$ cat src/rtl/uart_tx_core_pkg.sv
// Shared UART definitions: FSM state encoding, oversampling ratio and
// helpers that size the baud divider and the tick counter.
package uart_tx_core_pkg;

  typedef enum logic [1:0] {
    ST_IDLE  = 2'd0,
    ST_START = 2'd1,
    ST_DATA  = 2'd2,
    ST_STOP  = 2'd3
  } tx_state_t;

  localparam int unsigned OVERSAMPLE = 16;

  // Clock cycles per 16x tick, truncated, never below one.
  function automatic int baud_div(input logic [31:0] baudrate, input logic [31:0] frequency);
    logic [31:0] div;
    div = frequency / (baudrate * OVERSAMPLE);
    return (div == 32'd0) ? 1 : int'(div);
  endfunction

  // The tick counter must reach both 15 and the last stop tick.
  function automatic int tick_cnt_w(input int stop_ticks);
    return $clog2((stop_ticks > 16) ? stop_ticks : 16);
  endfunction

endpackage

$ cat src/rtl/tx_baudrate_tick_generator.sv
// 16x baud tick generator: one-cycle pulse every DIV clocks, restartable
// with clear so a frame's start bit always gets a full 16*DIV cycles.
module tx_baudrate_tick_generator
  import uart_tx_core_pkg::*;
#(
  parameter logic [31:0] BAUDRATE  = 32'd9600,
  parameter logic [31:0] FREQUENCY = 32'd100000000
) (
  input  logic clk,
  input  logic reset,
  input  logic clear,
  output logic tick
);

  localparam int DIV   = baud_div(BAUDRATE, FREQUENCY);
  localparam int CNT_W = $clog2(DIV) + 1;
  localparam logic [CNT_W-1:0] CNT_LAST = CNT_W'(DIV - 1);

  logic [CNT_W-1:0] cnt;

  always_ff @(posedge clk) begin
    if (reset || clear) begin
      cnt <= '0;
    end else if (cnt == CNT_LAST) begin
      cnt <= '0;
    end else begin
      cnt <= cnt + CNT_W'(1);
    end
  end

  assign tick = (cnt == CNT_LAST);

endmodule

$ cat src/rtl/uart_tx_core.sv
// UART transmitter: start bit, data LSB first, stop ticks, timed from a
// 16x baud tick. All outputs are flops, so the TX pin never glitches.
module uart_tx_core
  import uart_tx_core_pkg::*;
#(
  parameter int          NUMBER_OF_DATA_BITS      = 8,
  parameter int          NUMBER_OF_STOP_BIT_TICKS = 16,
  parameter logic [31:0] BAUDRATE                 = 32'd9600,
  parameter logic [31:0] FREQUENCY                = 32'd100000000
) (
  input  logic                           clk,
  input  logic                           reset,
  input  logic                           tx_start,
  input  logic [NUMBER_OF_DATA_BITS-1:0] data_in,
  output logic                           tx,
  output logic                           tx_busy,
  output logic                           tx_done_tick
);

  localparam int N      = NUMBER_OF_DATA_BITS;
  localparam int TICK_W = tick_cnt_w(NUMBER_OF_STOP_BIT_TICKS);
  localparam int BIT_W  = $clog2(N);
  localparam logic [TICK_W-1:0] OS_LAST   = TICK_W'(OVERSAMPLE - 1);
  localparam logic [TICK_W-1:0] STOP_LAST = TICK_W'(NUMBER_OF_STOP_BIT_TICKS - 1);
  localparam logic [BIT_W-1:0]  BIT_LAST  = BIT_W'(N - 1);

  tx_state_t         state, state_next;
  logic [TICK_W-1:0] tick_cnt, tick_cnt_next;
  logic [BIT_W-1:0]  bit_cnt, bit_cnt_next;
  logic [N-1:0]      shift, shift_next;
  logic              tick, accept;
  logic              tx_next, busy_next, done_next;

  tx_baudrate_tick_generator #(
    .BAUDRATE  (BAUDRATE),
    .FREQUENCY (FREQUENCY)
  ) u_tick (
    .clk   (clk),
    .reset (reset),
    .clear (accept),
    .tick  (tick)
  );

  always_ff @(posedge clk) begin
    if (reset) begin
      state        <= ST_IDLE;
      tick_cnt     <= '0;
      bit_cnt      <= '0;
      shift        <= '0;
      tx           <= 1'b1;
      tx_busy      <= 1'b0;
      tx_done_tick <= 1'b0;
    end else begin
      state        <= state_next;
      tick_cnt     <= tick_cnt_next;
      bit_cnt      <= bit_cnt_next;
      shift        <= shift_next;
      tx           <= tx_next;
      tx_busy      <= busy_next;
      tx_done_tick <= done_next;
    end
  end

  // A request arriving while tx_done_tick is high is ignored, so the earliest
  // new frame starts the cycle after the done pulse.
  always_comb begin
    state_next    = state;
    tick_cnt_next = tick_cnt;
    bit_cnt_next  = bit_cnt;
    shift_next    = shift;
    accept        = 1'b0;
    tx_next       = 1'b1;
    busy_next     = (state != ST_IDLE);
    done_next     = 1'b0;
    case (state)
      ST_IDLE: begin
        if (tx_start && !tx_done_tick) begin
          accept        = 1'b1;
          shift_next    = data_in;
          tick_cnt_next = '0;
          bit_cnt_next  = '0;
          state_next    = ST_START;
        end
      end
      ST_START: begin
        tx_next = 1'b0;
        if (tick) begin
          if (tick_cnt == OS_LAST) begin
            tick_cnt_next = '0;
            state_next    = ST_DATA;
          end else begin
            tick_cnt_next = tick_cnt + TICK_W'(1);
          end
        end
      end
      ST_DATA: begin
        tx_next = shift[0];
        if (tick) begin
          if (tick_cnt == OS_LAST) begin
            tick_cnt_next = '0;
            shift_next    = {1'b0, shift[N-1:1]};
            if (bit_cnt == BIT_LAST) begin
              state_next = ST_STOP;
            end else begin
              bit_cnt_next = bit_cnt + BIT_W'(1);
            end
          end else begin
            tick_cnt_next = tick_cnt + TICK_W'(1);
          end
        end
      end
      ST_STOP: begin
        if (tick) begin
          if (tick_cnt == STOP_LAST) begin
            done_next  = 1'b1;
            state_next = ST_IDLE;
          end else begin
            tick_cnt_next = tick_cnt + TICK_W'(1);
          end
        end
      end
    endcase
  end

endmodule

$ cat config.mk
export PLATFORM = sky130hd
export DESIGN_NAME = uart_tx_core
export DESIGN_NICKNAME = d
export VERILOG_FILES = /design/src/rtl/uart_tx_core_pkg.sv /design/src/rtl/tx_baudrate_tick_generator.sv /design/src/rtl/uart_tx_core.sv
export SDC_FILE = /design/constraint.sdc
export NUM_CORES = 1
export LEC_CHECK = 0
export ABC_CLOCK_PERIOD_IN_PS = 2300
export BUFFER_PORTS_ARGS = -buffer_cell sky130_fd_sc_hd__buf_2
export CORE_MARGIN = 2
export CORE_UTILIZATION = 50
export CTS_CLUSTER_SIZE = 24
export DETAILED_ROUTE_END_ITERATION = 10
export GPL_TIMING_DRIVEN = 1
export HOLD_SLACK_MARGIN = 0.08
export PLACE_DENSITY = 0.69
export SLEW_MARGIN = 20
export SYNTH_ARGS = -nofsm -noshare
export SYNTH_HDL_FRONTEND = slang
export SYNTH_SLANG_ARGS = --single-unit
$ cat constraint.sdc
create_clock -name clk -period 2.3 [get_ports clk]
set_input_delay 0.23 -clock clk [delete_from_list [all_inputs] [get_ports clk]]
set_output_delay 0.23 -clock clk [all_outputs]
set_load 0.005 [all_outputs]
After elaboration in Yosys (flattened, before gate mapping)
Index checks and enable logic that the tools add are counted.
- register bits after elaboration: 31
- input port bits: 11
- output and inout port bits: 3
- logic and storage cells: 71
- add/subtract/negate cells: 3
- equal/unequal tests: 17
- muxes and demuxes: 28
- bitwise logic cells: 2
- reductions and logical operators: 13
- operator list (kind ; count):
    $mux W8 ; 3
    $mux W4 ; 5
    $ne A2 B2 Y1 const B ; 10
    $mux W2 ; 8
    $pmux W8 S2 ; 1
    $mux W3 ; 4
    $pmux W4 S3 ; 1
    $add A11 B1 Y11 const B ; 1
    $eq A11 B10 Y1 const B ; 1
    $pmux W2 S4 ; 1
    $reduce_and A4 Y1 ; 2
    $reduce_and A8 Y1 ; 1
    $pmux W3 S2 ; 1
    $reduce_and A5 Y1 ; 1
    $add A4 B1 Y4 const B ; 1
    $eq A2 B2 Y1 const B ; 2
    $eq A4 B4 Y1 const B ; 1
    $reduce_bool A2 Y1 ; 2
    $reduce_or A2 Y1 ; 2
    $add A3 B1 Y3 const B ; 1
    $eq A3 B3 Y1 const B ; 1
    $mux W1 ; 3
    $reduce_or A3 Y1 ; 1
    $eq A2 B1 Y1 const B ; 1
    7 further kinds ; 8

Logic depth before layout (Yosys ltp)
- word-level depth: 6
- depth in mapped cells: 8
- mapped depth without buffers: 7

By module
From an unflattened synthesis, not the netlist that was laid out.
- cells, all modules: 172
- area, all modules: 1642.8 µm²
- modules (own cells, without submodules) (module ; times used ; cells each ; area each (µm²) ; sequential area each (µm²)):
    uart_tx_core ; 1 ; 115 ; 1077.3 ; 400.4
    tx_baudrate_tick_generator ; 1 ; 57 ; 565.5 ; 220.2

Worst setup path after synthesis
Ideal clock, no wire load.
- kind: flip-flop to flip-flop
- start: register u_tick.cnt[0]
- end: register tick_cnt[2]
- library setup time: 0.070 ns
- data arrival time: 1.828 ns
- path slack: 0.401 ns
- stages on the path, launching flop included: 8
- path buffers: 0
- period minus slack after synthesis: 1.899 ns
- cells stage by stage: dfxtp_1 inv_1 ha_1 nor2b_1 nand3_1 a221o_1 or4_1 a21oi_1
- word-level cells in the longest chain between the ends: 3
- RTL lines (what ; RTL line ; RTL):
    start, declared ; tx_baudrate_tick_generator.sv:19 ; logic [CNT_W-1:0] cnt;
    start signal, assigned ; tx_baudrate_tick_generator.sv:27 ; cnt <= cnt + CNT_W'(1);
    $eq A11 B10 Y1 * ; tx_baudrate_tick_generator.sv:31 ; assign tick = (cnt == CNT_LAST);
    $ne A2 B1 Y1 (no source line) or $ne A2 B2 Y1 (tied branches) ; - ;
    $reduce_and A4 Y1 (no source line) * ; - ;
    end signal, assigned ; uart_tx_core.sv:55 ; tick_cnt <= tick_cnt_next;
    end, declared ; uart_tx_core.sv:28 ; logic [TICK_W-1:0] tick_cnt, tick_cnt_next;
Every way passes the cells marked *; elsewhere a longest branch is shown, timed or not.
A chain may end at the register's enable or synchronous reset.

Worst setup path after layout
Ends and elaborated chain as after synthesis.

==> flow_summary.ini <==
[cells_and_area]
syn2layout_area_growth_pct = 11.86
drive_above_1_share_pct = 14.21
layout_common_cells = dfxtp_1, nand2_1, nor2_1, buf_2, a21oi_1
nets = 203
post-route-util_pct = 59.38
diodes = 0
fill_cells = 267
layout_commonest_cell = dfxtp_1

[logic_synthesis]
synthFlopType = dfxtp_1
synthCells = 166
seq_area_frac_synth_pct = 42.03
synthDistinctLibCells = 34
synth_edf_count = 0
synth_seq_cells = 31
syn-num-nets = 187
avgSynthCellArea_um2 = 8.894
synth_area_um2 = 1476
yosys_warnings = 0
async_flop_share_pct = 0

[power_and_ir_drop]
totalPowerFinal_mw = 1.568
vdd_drop_max_v = 0.0009288
p_leak_nw = 0.6595
powerDensity_nw_per_um2 = 949.6

[critical_path]
arrival_ps = 2350
crit_required_ps = 2570
startpoint = u_tick.cnt[0]
r2r_start = u_tick.cnt[0]
critPathKind = register to register
worstPathMaxFanout = 8
cp-start-kind = register
end_kind = register

[global_routing]
antenna_found_initial = 0
grt_pass1_vias = 1130
grt_pass1_wl_um = 4712
overflow = 0
grt_max_degree = 23
grt_usage_pct = 18.44

[floorplanning]
floorplan.initialDensity_pct = 53.08
die_y_um = 58.34
io_pins = 14
die_w_um = 58.34
design.die.area_um2 = 3404
core_area_um2 = 2781
rows = 19

[clocking]
hold_buffers = 0
post_cts_buffers = 0
htree_levels = 2
clock_latency_ps = 330
cts_buffer_depth = 2
cts_inserted_buffers = 5
cts_tree = built
cts-root-buf = clkbuf_4
cts.repair.resized = 0
clk_pin_slew_ps = 100
cts.sinks = 31

[place]
port_buffers = 13
place_congestion = 0.7385
dp_hpwl_um = 1948
dp_slack_ps = 253.0

[sta]
final.setup.worst_slack_ps = 225.4
finalSetupViolCount = 0
slew_viol_final = 0
fmax_ghz = 0.4820
fin_skew_ps = 5.010
maxSlewHeadroom_pct = 55.72
period_needed_ps = 2075
tightestPinTransition_ps = 658.7
tns_ps = 0
period_share_pct = 90.20
rsz0062_at_grt = false
hold_viol_final = 0

[min_path]
hold_start = data_in[5]
hp-class = input pin to register

[run_status]
run_status = finished clean

[routing]
drt-met1-wl_um = 1320
met3_length_um = 76
drt_iter0_drc = 44
drc = 0
wl_per_cell_um = 12.72
wl_met2_um = 1326
vias = 1157
viasPerCell = 5.407
drtPass1Iterations = 4
highest_layer = met3
wl_um = 2723
antenna_left = 0

[flow_run]
maxCapViolCount = 0
[power breakdown]
part,internal [mW],switching [mW],leakage [nW],total (mW)
logic,0.190,0.273,0.359,0.464
registers,0.611,0.0482,0.252,0.659
clock network,0.257,0.189,0.0482,0.445
[per-layer routing]
layer  track usage [%]  vias to the layer above
li1                  -                      614
met1             22.16                      529
met2             29.21                       14
met3             4.615                        0
met4             11.96                        0
met5                 0                        -
[sequential cells by signal, indices dropped and copies added, names as in the netlist]
name,count
shift,8
tick_cnt,4
tx,1
state,2
bit_cnt,3
tx_busy,1
u_tick.cnt,11
tx_done_tick,1
[logic make-up after synthesis]
kind of cell,after synthesis,share of synthesized area [%]
AO/OA/AOI/OAI,33,14.32
XOR/XNOR,10,5.932
adder cells (fa/ha/maj),10,8.475
buffers and inverters,10,2.542
flip-flops,31,42.03
multiplexers,2,1.441
AND/OR/NAND/NOR,70,25.26
[cells in the mapped netlist (5+ instances only)]
cell	count	area, um2
nand2_1	19	71.32
o21ai_0	7	35.03
nor2_1	19	71.32
a22oi_1	8	60.06
dfxtp_1	31	620.6
ha_1	10	125.1
inv_1	6	22.52
a21oi_1	11	55.05
nand3_1	6	30.03
nand3b_1	5	37.54
nand2b_1	5	31.28
xnor2_1	6	52.55
[area by class of cell]
cell class | instances | area (um2) | area share, %
timing repair buffer | 13 | 65.06 | 3.939
sequential | 31 | 620.6 | 37.58
clock buffer | 6 | 51.30 | 3.106
tap | 31 | 38.79 | 2.348
clock inverter | 2 | 35.03 | 2.121
inverter | 6 | 22.52 | 1.364
multi-input combinational | 125 | 818.3 | 49.55
[metrics by stage]
stage | cells | hold WS, ps | instance area, um2
after floorplan | 166 | 366.0 | 1476
after CTS | 214 | 102.2 | 1652
after global routing | 214 | 99.02 | 1652
after global placement | 206 | 443.6 | 1565
after detailed placement | 206 | 454.4 | 1565
final | 214 | 122.3 | 1652
[worst paths after layout]
check | cells after the start | end | slack [ps]
max | 7 | tick_cnt[2] | 230
min | 3 | shift[5] | 120
max reg2reg | 7 | tick_cnt[2] | 230
min reg2reg | 1 | u_tick.cnt[0] | 470
[critical path, stage by stage, from the launching register on]
cell and delay (ps):
dfxtp_1 350, inv_1 60, ha_1 130, nor2b_1 260
nand3_1 150, a221o_1 460, or4_1 490, a21oi_1 140
(Power assumes the default switching activity.)
